===== src/rtl/bcd_tick_counter.sv =====
// bcd_tick_counter: multi-digit packed-BCD up/down counter stepped by the
// rising edge of a divided tick sampled in the clk domain. Emits a one-cycle
// wrap pulse on rollover (all 9s -> all 0s) and rollunder (all 0s -> all 9s).
// Optional build macro: TICK_SYNC_EN inserts a two-flop synchronizer (reset
// to 1) in front of the edge detector, adding two cycles of step latency.
module bcd_tick_counter #(
    parameter int DIGITS = 4
) (
    input  logic                  clk,
    input  logic                  reset,
    input  logic                  tickIn,
    input  logic                  enable,
    input  logic                  up,
    input  logic                  load,
    input  logic [4*DIGITS-1:0]   loadValue,
    output logic [4*DIGITS-1:0]   count,
    output logic                  wrap
);

    localparam int W = 4 * DIGITS;

    logic           tick_s;
    logic           tick_prev_reg;
    logic           step;
    logic [W-1:0]   count_reg;
    logic [W-1:0]   count_next;
    logic           wrap_reg;
    logic           wrap_next;
    logic [W-1:0]   load_clamped;
    logic [W-1:0]   inc_value;
    logic [W-1:0]   dec_value;
    logic           inc_carry;
    logic           dec_borrow;

`ifdef TICK_SYNC_EN
    logic [1:0] sync_reg;

    // Two-flop synchronizer; resets high so a tick already high at release is not an edge
    always_ff @(posedge clk or negedge reset) begin
        if (!reset) begin
            sync_reg <= 2'b11;
        end else begin
            sync_reg <= {sync_reg[0], tickIn};
        end
    end

    assign tick_s = sync_reg[1];
`else
    assign tick_s = tickIn;
`endif

    // Previous-tick register for rising-edge detection; keeps tracking even while disabled
    always_ff @(posedge clk or negedge reset) begin
        if (!reset) begin
            tick_prev_reg <= 1'b1;
        end else begin
            tick_prev_reg <= tick_s;
        end
    end

    assign step = tick_s & ~tick_prev_reg & enable;

    // Per-digit clamp of the load value so the counter never holds a non-BCD digit
    generate
        for (genvar gi = 0; gi < DIGITS; gi++) begin : g_clamp
            assign load_clamped[4*gi +: 4] =
                (loadValue[4*gi +: 4] > 4'd9) ? 4'd9 : loadValue[4*gi +: 4];
        end
    endgenerate

    // Ripple-carry BCD increment, digit 0 first; carry out of the top digit is the rollover
    always_comb begin
        logic carry;
        carry     = 1'b1;
        inc_value = count_reg;
        for (int i = 0; i < DIGITS; i++) begin
            if (carry) begin
                if (count_reg[4*i +: 4] >= 4'd9) begin
                    inc_value[4*i +: 4] = 4'd0;
                end else begin
                    inc_value[4*i +: 4] = count_reg[4*i +: 4] + 4'd1;
                    carry               = 1'b0;
                end
            end
        end
        inc_carry = carry;
    end

    // Ripple-borrow BCD decrement; borrow out of the top digit is the rollunder
    always_comb begin
        logic borrow;
        borrow    = 1'b1;
        dec_value = count_reg;
        for (int i = 0; i < DIGITS; i++) begin
            if (borrow) begin
                if (count_reg[4*i +: 4] == 4'd0) begin
                    dec_value[4*i +: 4] = 4'd9;
                end else begin
                    dec_value[4*i +: 4] = count_reg[4*i +: 4] - 4'd1;
                    borrow              = 1'b0;
                end
            end
        end
        dec_borrow = borrow;
    end

    // Next-state select: load beats step (a coincident edge is consumed), otherwise hold
    always_comb begin
        count_next = count_reg;
        wrap_next  = 1'b0;
        if (load) begin
            count_next = load_clamped;
        end else if (step) begin
            if (up) begin
                count_next = inc_value;
                wrap_next  = inc_carry;
            end else begin
                count_next = dec_value;
                wrap_next  = dec_borrow;
            end
        end
    end

    // Registered count and wrap pulse
    always_ff @(posedge clk or negedge reset) begin
        if (!reset) begin
            count_reg <= '0;
            wrap_reg  <= 1'b0;
        end else begin
            count_reg <= count_next;
            wrap_reg  <= wrap_next;
        end
    end

    assign count = count_reg;
    assign wrap  = wrap_reg;

endmodule


===== config.mk =====
export PLATFORM = sky130hd
export DESIGN_NAME = bcd_tick_counter
export DESIGN_NICKNAME = d
export VERILOG_FILES = /design/src/rtl/bcd_tick_counter.sv
export SDC_FILE = /design/constraint.sdc
export NUM_CORES = 1
export LEC_CHECK = 0
export CORE_MARGIN = 10
export CORE_UTILIZATION = 57
export CTS_CLUSTER_SIZE = 25
export DETAILED_ROUTE_END_ITERATION = 12
export DONT_BUFFER_PORTS = 1
export MAX_ROUTING_LAYER = met4
export PLACE_DENSITY = 0.72
export SYNTH_ARGS = -nofsm -noshare
export SYNTH_HDL_FRONTEND = slang
export SYNTH_SLANG_ARGS = --single-unit

===== constraint.sdc =====
create_clock -name clk -period 1.9 [get_ports clk]
set_input_delay 0.57 -clock clk [delete_from_list [all_inputs] [get_ports clk]]
set_output_delay 0.57 -clock clk [all_outputs]
set_load 0.01 [all_outputs]

# Word level (Yosys, flattened, before mapping)
# Cells that the tools add are included.
# classes
n_addsub,8
magnitude_cmp,8
eq_ne,3
n_mux,38
bitwise,3
reduce_logical,11
# op_table
cell,n
4-bit 2-to-1 mux,18
16-bit 2-to-1 mux,3
1-bit 2-to-1 mux,17
4-bit by 1-bit adder with 4-bit output (second input constant),4
4-bit >= comparator (second input constant),4
4-bit greater-than comparator (second input constant),4
4-bit logical NOT,4
4-bit by 1-bit subtractor with 4-bit output (second input constant),4
3-bit by 1-bit != test with 1-bit output (second input constant),3
3-bit AND reduction,3
3-bit nonzero test,3
1-bit bitwise AND,2
2-bit nonzero test,1
1-bit NOT,1
# word_totals
ff_bits,18
output_inout_bits,17

# Longest topological paths before layout
# depth
ltp_word,8
depth_mapped,7
depth_no_buf,7

# Worst setup path after synthesis
# Ideal clock, no wire load.
# synth_path
kind,reg2reg
from,register count_reg[0] (netlist: count[0])
to,register count_reg[12] (netlist: count[12])
setup_ns,0.128
arrival_time_ns,2.010
required_time_ns,1.772
setup_slack_ns,-0.237
path_stages_with_launch,8
n_path_buf,0
path_cell_list,dfrtp_1 -> inv_1 -> ha_1 -> or3b_2 -> nand4b_1 -> o21ai_0 -> a21oi_2 -> mux2_1
# synth_between
elab_chain_cells,6
word_cells_on_any_way,11
classes_between,order compare: 1; eq/ne: 1; mux: 6; reduce/logical: 3
# synth_rtl
element,line_no,source
from (decl),25,logic [W-1:0] count_reg;
from (signal assigned),130,count_reg <= count_next;
4-bit >= comparator / 4-bit logical NOT (equally long branches),"78, 96",
"1-bit 2-to-1 mux, on equally long branches","78, 96",
"1-bit 2-to-1 mux, on equally long branches (2 in series)","77, 95",
3-bit by 1-bit != test with 1-bit output (no source line) / 3-bit nonzero test (equally long branches),n/a,
3-bit AND reduction (no source line) (*),n/a,
# Mark *: on every way between the ends. The rest lies on a longest branch, timed or not.
# A chain may end at the register's enable or synchronous reset.

# Final worst setup path
# layout_path
from,register count_reg[5] (netlist: count[5])
to,register count_reg[15] (netlist: count[15])
# The elaborated chain is that of the path after synthesis.

==> metrics <==
clk buf depth 2; Clock Latency Late Sink about 0.31 ns; antenna-violating nets left 0; Worst Path Required around 2.1 ns; initial core utilization 0.584; ys async rst share 1.00; Ys Warns 0; FF-to-FF End count[15]; die area 5690 sq um; Largest register FFs 16; layout cells sized above 1 0.348; GR Util met2 0.336; r2r setup slk -0.06 ns; Clock Tree Root clkbuf_4; Mapped Nets between 200 and 250; Setup crit start kind flip-flop; fin area about 2200 sq um; relative slew slack 0.394; WS Path Type flip-flop to flip-flop; IO Port Bufs 0; Synth Cell Area roughly 1800 sq um; final setup vio count 6; detail-routed via count per cell between 6 and 7; sequential area share after synthesis 0.258; Worst-Margin Slew approximately 0.9 ns; clock skew about 0.0073 ns; busiest grt layer met2; number of diodes 0; final hold vios 0; Die Width 75.5 um; leakage dissipation 0.973 nW; Setup TNS -0.194 ns; maximum vdd ir drop 0.000491 V; CP Capture Type flip-flop; Synth Flop Type dfrtp_1; Mapped Avg Cell Area roughly 8.5 sq um; grt ovf 0; Area Overhead vs Synth 26.2%; Reg clk slew, reported paths 0.12 ns; post-synthesis sequential element count 18; final setup margin -0.0647 ns; number of distinct library cells after synthesis between 60 and 70; Area after DPL around 2000 sq um; routed len/inst around 20 um; row cnt 20; period utilization 1.03; placed wire-length estimate ~4000 um; R2R depth 7; post-synthesis cell count 206; Reg2Reg Launch Point count[5]; met1 Resource Use GR 0.249; unrepaired setup endpoints after global routing yes; Max Fclk 509 MHz; largest net degree at the start of global routing 28; TritonCTS buffer count 3; drt drc 0; grt met3 use 0.0326; initial antenna violation count 0; Slew Limit Fails 0; Die Y approximately 75 um; largest fanout on the critical path 3; failing checks setup timing; Min-Delay Path Class primary input to async pin; Top Ports 39; EDFF count, synth 0; CTS tree built; hold slack around 0.075 ns; All-Layer GR Usage 0.202; vias in the first global route around 1,900; clk sinks 18; DR vias 1,818; H-tree depth 1; minimum clock period 1.96 ns; Final Wtd Congestion just over 0.9; Cell Pwr Density 791 nW/um^2; Final #Nets 280; final wirelength between 5000 and 6000 um; first-pass GRT wire length ~8900 um; WP data arrival 2.18 ns; Iteration-0 DRC Markers between 200 and 250; core area ~3000 sq um; Final Total Pwr between 1.5 and 2 mW; first drt pass iteration count 4; status complete, but fails checks; MaxCap Viol Count 0
-- cell families (layout without fill, tap and decap cells) --
kind of cell    Yosys count  count (layout)  share of synthesized area
flops                    18              18                      0.258
mux                       8               8                     0.0485
fa+ha+maj                13              13                     0.0928
simple gates             56              56                      0.182
xor+xnor                  1               1                    0.00500
compound gates           82              82                      0.347
buf+inv                  28              66                     0.0671
-- cell usage after synthesis, types with 5 or more instances --
library cell | n | area share
o21a_1 | 9 | 0.039
a21oi_1 | 11 | 0.031
nand2_1 | 6 | 0.013
ha_1 | 13 | 0.093
dfrtp_1 | 17 | 0.24
nor2_1 | 19 | 0.041
o21ai_0 | 15 | 0.043
nor3_1 | 5 | 0.014
inv_1 | 18 | 0.039
-- per-stage QoR --
| stage | setup WS (ns) | std cells | utilization |
|---|---|---|---|
| 6_report | -0.0647 | 277 | 0.737 |
| 3_5_place_dp | -0.0648 | 266 | 0.681 |
| 3_3_place_gp | -0.00590 | 266 | 0.681 |
| 5_1_grt | -0.140 | 277 | 0.737 |
| 4_1_cts | -0.0608 | 274 | 0.710 |
| 2_1_floorplan | -0.0650 | 206 | - |
-- worst max-delay path by stage --
stage | startpoint | endpoint | slack, ns | cells past startpoint
3_3_place_gp | count[4] | count[15] | -0.006 | 7
6_report | count[5] | count[15] | -0.06 | 7
3_5_place_dp | count[4] | count[15] | -0.06 | 7
5_1_grt | count[4] | count[15] | -0.14 | 7
4_1_cts | count[1] | count[15] | -0.06 | 7
2_1_floorplan | count[0] | count[12] | -0.07 | 7
-- per-layer routing --
| layer | vias to the layer above | wire length, um |
|---|---|---|
| met5 | - | 0 |
| li1 | 860 | - |
| met1 | 888 | 2320 |
| met2 | 66 | 2680 |
| met4 | 0 | 40 |
| met3 | 4 | 397 |
-- layout make-up --
cell class / count / area [sq um]
clock buffer: 4 / 36.3
tap: 33 / 41.3
fill: 235 / 791
timing repair buffer: 44 / 333
inverter: 18 / 72.6
multi-input combinational: 160 / 1270
sequential: 18 / 458
-- placed cells by master, fill, tap and decap left out, types with 5 or more instances in the layout --
cell and instances:
a21oi_1 11, buf_4 43, dfrtp_1 12, dfrtp_2 5, ha_1 9, inv_1 12
nand2_1 6, nor2_1 19, o21a_1 9, o21ai_0 14
-- where the power goes --
part,total [mW],internal (mW),switching (mW)
Sequential,0.531,0.450,0.0809
Clock,0.262,0.117,0.145
Combinational,0.957,0.474,0.483
Total,1.75,1.04,0.709
-- what timing repair did --
| item | 4_1_cts | 5_1_grt |
|---|---|---|
| setup endpoints to repair | 10 | 14 |
| hold buffers | 1 | 0 |
| buffers inserted | 3 | 3 |
| gates resized for setup | 4 | 15 |
| hold endpoints to repair | 17 | 0 |
| pin swaps | 3 | 8 |
| cloned | 0 | 0 |
-- worst max-delay path, stage by stage (launching register included) --
cell and delay, ns:
dfrtp_2 0.44, inv_4 0.08, ha_4 0.14, or3b_4 0.40, nor3_4 0.21, o21a_4 0.16, o221ai_2 0.09, a221o_1 0.34
Power figures use the tool's default switching activity.
